File: config.mk
export PLATFORM = sky130hd
export DESIGN_NAME = change_dispenser
export DESIGN_NICKNAME = d
export VERILOG_FILES = /design/src/rtl/vend_pkg.sv /design/src/rtl/coin_inventory.sv /design/src/rtl/change_dispenser.sv
export SDC_FILE = /design/constraint.sdc
export NUM_CORES = 1
export LEC_CHECK = 0
export CORE_MARGIN = 2
export CORE_UTILIZATION = 53
export CTS_CLUSTER_DIAMETER = 30
export DETAILED_ROUTE_END_ITERATION = 7
export GPL_ROUTABILITY_DRIVEN = 0
export PLACE_DENSITY = 0.8
export SYNTH_ARGS = -nofsm -noshare
export SYNTH_HDL_FRONTEND = slang
export SYNTH_SLANG_ARGS = --single-unit
File: constraint.sdc
create_clock -name clk -period 4 [get_ports clk]
set_clock_uncertainty 0.15 [all_clocks]
set_input_delay 0.6 -clock clk [delete_from_list [all_inputs] [get_ports clk]]
set_output_delay 0.6 -clock clk [all_outputs]
set_load 0.1 [all_outputs]
File: src/rtl/vend_pkg.sv
// vend_pkg: coin constants, default amount width and FSM states shared by the vending machine and change dispenser.
package vend_pkg;
   localparam int AW = 7;
   localparam int QV = 25;
   localparam int DV = 10;
   localparam int NV = 5;
   typedef enum logic [2:0] {IDLE, SELECT, PULSE, GAP, DONE} state_t;
endpackage

File: src/rtl/coin_inventory.sv
// coin_inventory: saturating up/down coin counter; a simultaneous inc and dec cancel out.
module coin_inventory #(
   parameter int INV_W = 4,
   parameter int INIT  = 4
) (
   input  logic             clk,
   input  logic             R,
   input  logic             inc,
   input  logic             dec,
   output logic [INV_W-1:0] cnt
);
   logic [INV_W-1:0] r_cnt;
   always_ff @(posedge clk or posedge R) begin
      if (R) r_cnt <= INV_W'(INIT);
      else if (inc && !dec && r_cnt != '1) r_cnt <= r_cnt + 1'b1;
      else if (dec && !inc && r_cnt != '0) r_cnt <= r_cnt - 1'b1;
   end
   assign cnt = r_cnt;
endmodule

File: src/rtl/change_dispenser.sv
// change_dispenser: greedy change payout as one-cycle coin pulses, with per-denomination inventory.
module change_dispenser
   import vend_pkg::*;
#(
   parameter int AW         = vend_pkg::AW,
   parameter int INV_W      = 4,
   parameter int GAP_CYCLES = 1,
   parameter int INIT_Q     = 4,
   parameter int INIT_D     = 4,
   parameter int INIT_N     = 4
) (
   input  logic             clk,
   input  logic             R,
   input  logic             start,
   input  logic [AW-1:0]    amount,
   input  logic             inc_q,
   input  logic             inc_d,
   input  logic             inc_n,
   output logic             Q_o,
   output logic             D_o,
   output logic             N_o,
   output logic             busy,
   output logic             done,
   output logic             short_fall,
   output logic [AW-1:0]    remaining,
   output logic [INV_W-1:0] q_cnt,
   output logic [INV_W-1:0] d_cnt,
   output logic [INV_W-1:0] n_cnt
);
   localparam int GW = $clog2(GAP_CYCLES + 2);
   localparam logic [AW-1:0] QA = AW'(QV);
   localparam logic [AW-1:0] DA = AW'(DV);
   localparam logic [AW-1:0] NA = AW'(NV);
   localparam logic [GW-1:0] GAP_LOAD = GW'((GAP_CYCLES > 0) ? GAP_CYCLES - 1 : 0);

   state_t          r_state, w_next;
   logic [AW-1:0]   r_rem, r_remaining, w_coin;
   logic [GW-1:0]   r_gap;
   logic            r_q, r_d, r_n, r_busy, r_done, r_short;
   logic            w_q, w_d, w_n, w_pick;

   // Greedy pick in priority order; only meaningful while in SELECT.
   assign w_q    = r_state == SELECT && r_rem >= QA && q_cnt != '0;
   assign w_d    = r_state == SELECT && !w_q && r_rem >= DA && d_cnt != '0;
   assign w_n    = r_state == SELECT && !w_q && !w_d && r_rem >= NA && n_cnt != '0;
   assign w_pick = w_q | w_d | w_n;
   assign w_coin = w_q ? QA : w_d ? DA : w_n ? NA : '0;

   always_comb begin
      w_next = r_state;
      unique case (r_state)
         IDLE:    w_next = start ? SELECT : IDLE;
         SELECT:  w_next = w_pick ? PULSE : DONE;
         PULSE:   w_next = (GAP_CYCLES > 0) ? GAP : SELECT;
         GAP:     w_next = (r_gap == '0) ? SELECT : GAP;
         DONE:    w_next = IDLE;
         default: w_next = IDLE;
      endcase
   end

   always_ff @(posedge clk or posedge R) begin
      if (R) begin
         r_state     <= IDLE;
         r_rem       <= '0;
         r_remaining <= '0;
         r_gap       <= '0;
         r_q         <= 1'b0;
         r_d         <= 1'b0;
         r_n         <= 1'b0;
         r_busy      <= 1'b0;
         r_done      <= 1'b0;
         r_short     <= 1'b0;
      end else begin
         r_state <= w_next;
         r_q     <= w_q;
         r_d     <= w_d;
         r_n     <= w_n;
         r_busy  <= w_next != IDLE;
         r_done  <= r_state == SELECT && !w_pick;
         r_gap   <= (r_state == GAP) ? r_gap - 1'b1 : GAP_LOAD;
         if (r_state == IDLE && start) begin
            r_rem       <= amount;
            r_remaining <= '0;
            r_short     <= 1'b0;
         end else if (r_state == SELECT) begin
            r_rem <= r_rem - w_coin;
         end
         if (r_state == SELECT && !w_pick) begin
            r_remaining <= r_rem;
            r_short     <= r_rem != '0;
         end
      end
   end

   coin_inventory #(.INV_W(INV_W), .INIT(INIT_Q)) u_q (.clk(clk), .R(R), .inc(inc_q), .dec(w_q), .cnt(q_cnt));
   coin_inventory #(.INV_W(INV_W), .INIT(INIT_D)) u_d (.clk(clk), .R(R), .inc(inc_d), .dec(w_d), .cnt(d_cnt));
   coin_inventory #(.INV_W(INV_W), .INIT(INIT_N)) u_n (.clk(clk), .R(R), .inc(inc_n), .dec(w_n), .cnt(n_cnt));

   assign Q_o        = r_q;
   assign D_o        = r_d;
   assign N_o        = r_n;
   assign busy       = r_busy;
   assign done       = r_done;
   assign short_fall = r_short;
   assign remaining  = r_remaining;
endmodule

==> summary.md <==
| Metric | Value |
|---|---|
| Outcome | `finished clean` |
| Global route overflow | `0` |
| WS Path Type | `register to register` |
| Vias | `1,789` |
| Synth Register Bits | `37` |
| RSZ-0062 raised after global routing | `no` |
| Fin crit period | `~3.5 ns` |
| First-pass GRT wire length | `about 8000 um` |
| Vias in the first global route | `about 1.7k` |
| Maximum capacitance violations | `0` |
| CTS buffer count | `5` |
| Final setup fails | `0` |
| Gate Count Post-Synth | `~220` |
| Mapped Avg Cell Area | `~10 um2` |
| Syn. warnings | `0` |
| Hold WC Path Type | `register to register` |
| Post-route ant nets | `0` |
| Post-CTS setup buffers | `0` |
| Tcrit/Tclk final | `between 80% and 90%` |
| Arr. time, crit path | `approximately 3.5 ns` |
| # resized after CTS | `0` |
| Largest net degree at the start of global routing | `26` |
| Worst-case clock buffer depth | `2` |
| FMAX | `0.287 GHz` |
| Clock sinks | `37` |
| Routed vias/inst | `about 5.7` |
| N_diodes | `0` |
| Max FO, Critical Path | `11` |
| Die W | `just under 70 um` |
| Hold buffer count at cts | `0` |
| Layout area overhead | `21.4%` |
| Wire per inst | `14.9 um` |
| Yosys cell types | `54` |
| Die height | `between 60 and 70 um` |
| Final Hold Violating Endpoints | `0` |
| CTS root buf | `clkbuf_8` |
| TritonCTS clock tree | `yes` |
| Worst-margin pin slew | `0.972 ns` |
| Most common cell after layout, fill and taps aside | `clkdlybuf4s50_1` |
| Initial antenna violation count | `0` |
| Worst relative slew slack | `a little over a third` |
| Main synth FF type | `dfrtp_1` |
| Setup TNS | `0 ns` |
| Final number of max-transition violations | `0` |
| Iteration-0 DRC Markers | `150` |
| Ys async rst share | `100%` |
| Synthesized cell area | `approximately 2300 um2` |
| Die Area | `4840 um2` |
| Htree depth | `2` |
| Total GRT Usage | `about a fifth` |
| EDFF count, synth | `0` |
| Worst setup EP type | `register` |
| Worst skew pair latency | `0.29 ns` |
| # port buffers | `37` |
| Routed WL | `~4700 um` |
| DRC Markers | `0` |
| Synth Net Count | `around 250` |
| Clock transition at path regs | `around 0.070 ns` |
| IO Count | `38` |
| Starting Density | `56.2%` |
| Register area share after synthesis | `around two fifths` |
| Share of layout cells above drive strength 1 | `11.8%` |
| Most frequent cells in the layout | `clkdlybuf4s50_1, dfrtp_1, nand2_1` |
| Core area | `~4000 um2` |
| Rows | `23` |
| Final #Nets | `about 290` |
| Startpoint Class | `register` |
| Detailed placer's ending HPWL | `approximately 3500 um` |
| Required @ worst endpoint | `around 4.1 ns` |
| Pre-antenna DRT Iters | `4` |
[flip-flops by register name (all words and copies together) (netlist names)]
register	flops
remaining	7
done	1
u_n.cnt	4
D_o	1
Q_o	1
u_q.cnt	4
busy	1
u_d.cnt	4
short_fall	1
N_o	1
r_rem	7
r_state	3
r_gap	2
[layout make-up]
type,count,area [um2]
clock buffers,7,86.3
multi-input cells,167,1260
flip-flops and latches,37,930
well taps,50,62.6
repair buffers,39,385
inverters,12,45.0
fillers,324,1290
[cells in the mapped netlist, types with 2 or more instances]
master     count  area, um2
a211oi_1       3       22.5
a21o_1         2       15.0
a21oi_1        7       35.0
a22oi_1        2       15.0
a2bb2oi_1      2       17.5
buf_6          2       22.5
clkbuf_1       2       7.51
dfrtp_1       34        851
dfstp_2        3       78.8
fa_1           4       80.1
ha_1          12        150
inv_1         11       41.3
mux2_2         4       45.0
mux2_4         2       30.0
mux2i_1        7       70.1
nand2_1       30        113
nand2b_1       4       25.0
nand3_1       10       50.1
nand4_1        4       25.0
nor2_1        10       37.5
nor2b_1        3       18.8
nor3_1         5       25.0
nor4_1         6       37.5
o21a_1         2       15.0
o21ai_0       13       65.1
o31ai_1        2       15.0
or2_2          2       12.5
or3_1          2       12.5
xnor2_1        4       35.0
xor2_1         5       43.8
[worst max-delay path: stages (launching register included)]
cell and delay, ns:
dfrtp_1 0.50, nor4_1 0.46, a21oi_1 0.24, nand4b_1 0.15, buf_4 0.20, nand2_1 0.07
ha_1 0.22, fa_1 0.39, nand2b_1 0.18, a21boi_0 0.24, o21ai_0 0.17, and4_1 0.23
a311oi_1 0.19
[routing by layer]
| metal | share of wire (%) | vias up | GRT usage, % | wire, um |
|---|---|---|---|---|
| met5 | 0 | - | 0 | 0 |
| met4 | 1.5 | 0 | 6.97 | 72 |
| met3 | 5.2 | 11 | 5.09 | 243 |
| met2 | 47 | 55 | 32.9 | 2180 |
| met1 | 46 | 853 | 27.8 | 2160 |
| li1 | - | 870 | - | - |
[logic make-up after synthesis]
| family | synth area share (%) |
|---|---|
| compound gates | 14.3 |
| xor+xnor | 3.46 |
| fa+ha+maj | 10.1 |
| buf+inv | 4.06 |
| flops | 40.8 |
| mux | 6.37 |
| simple gates | 20.9 |
[metrics by stage]
stage | instances | setup slack, ns | hold WS, ns | utilization (%) | cell area (um2)
after global routing | 312 | 0.262 | 0.291 | 68.2 | 2770
final | 312 | 0.518 | 0.274 | 68.2 | 2770
after global placement | 305 | 0.800 | 0.262 | 66.1 | 2680
after CTS | 312 | 0.597 | 0.278 | 68.2 | 2770
after floorplan | 223 | 0.375 | 0.252 | - | 2280
after detailed placement | 305 | 0.648 | 0.268 | 66.1 | 2680
[path summary, 6_finish.rpt]
path	startpoint	endpoint	slack (ns)	depth (start not counted)
setup / recovery	r_rem[5]	r_rem[6]	0.52	12
hold reg to reg	r_gap[0]	r_gap[0]	0.27	1
max in group asynchronous	R	u_q.cnt[2]	2.21	3
min in group asynchronous	R	remaining[1]	0.68	2
setup reg to reg	r_rem[5]	r_rem[6]	0.52	12
hold / removal	r_gap[0]	r_gap[0]	0.27	1
Power is not shown: default switching activity piles up to over one toggle a cycle in this logic, so the estimate is an artifact.
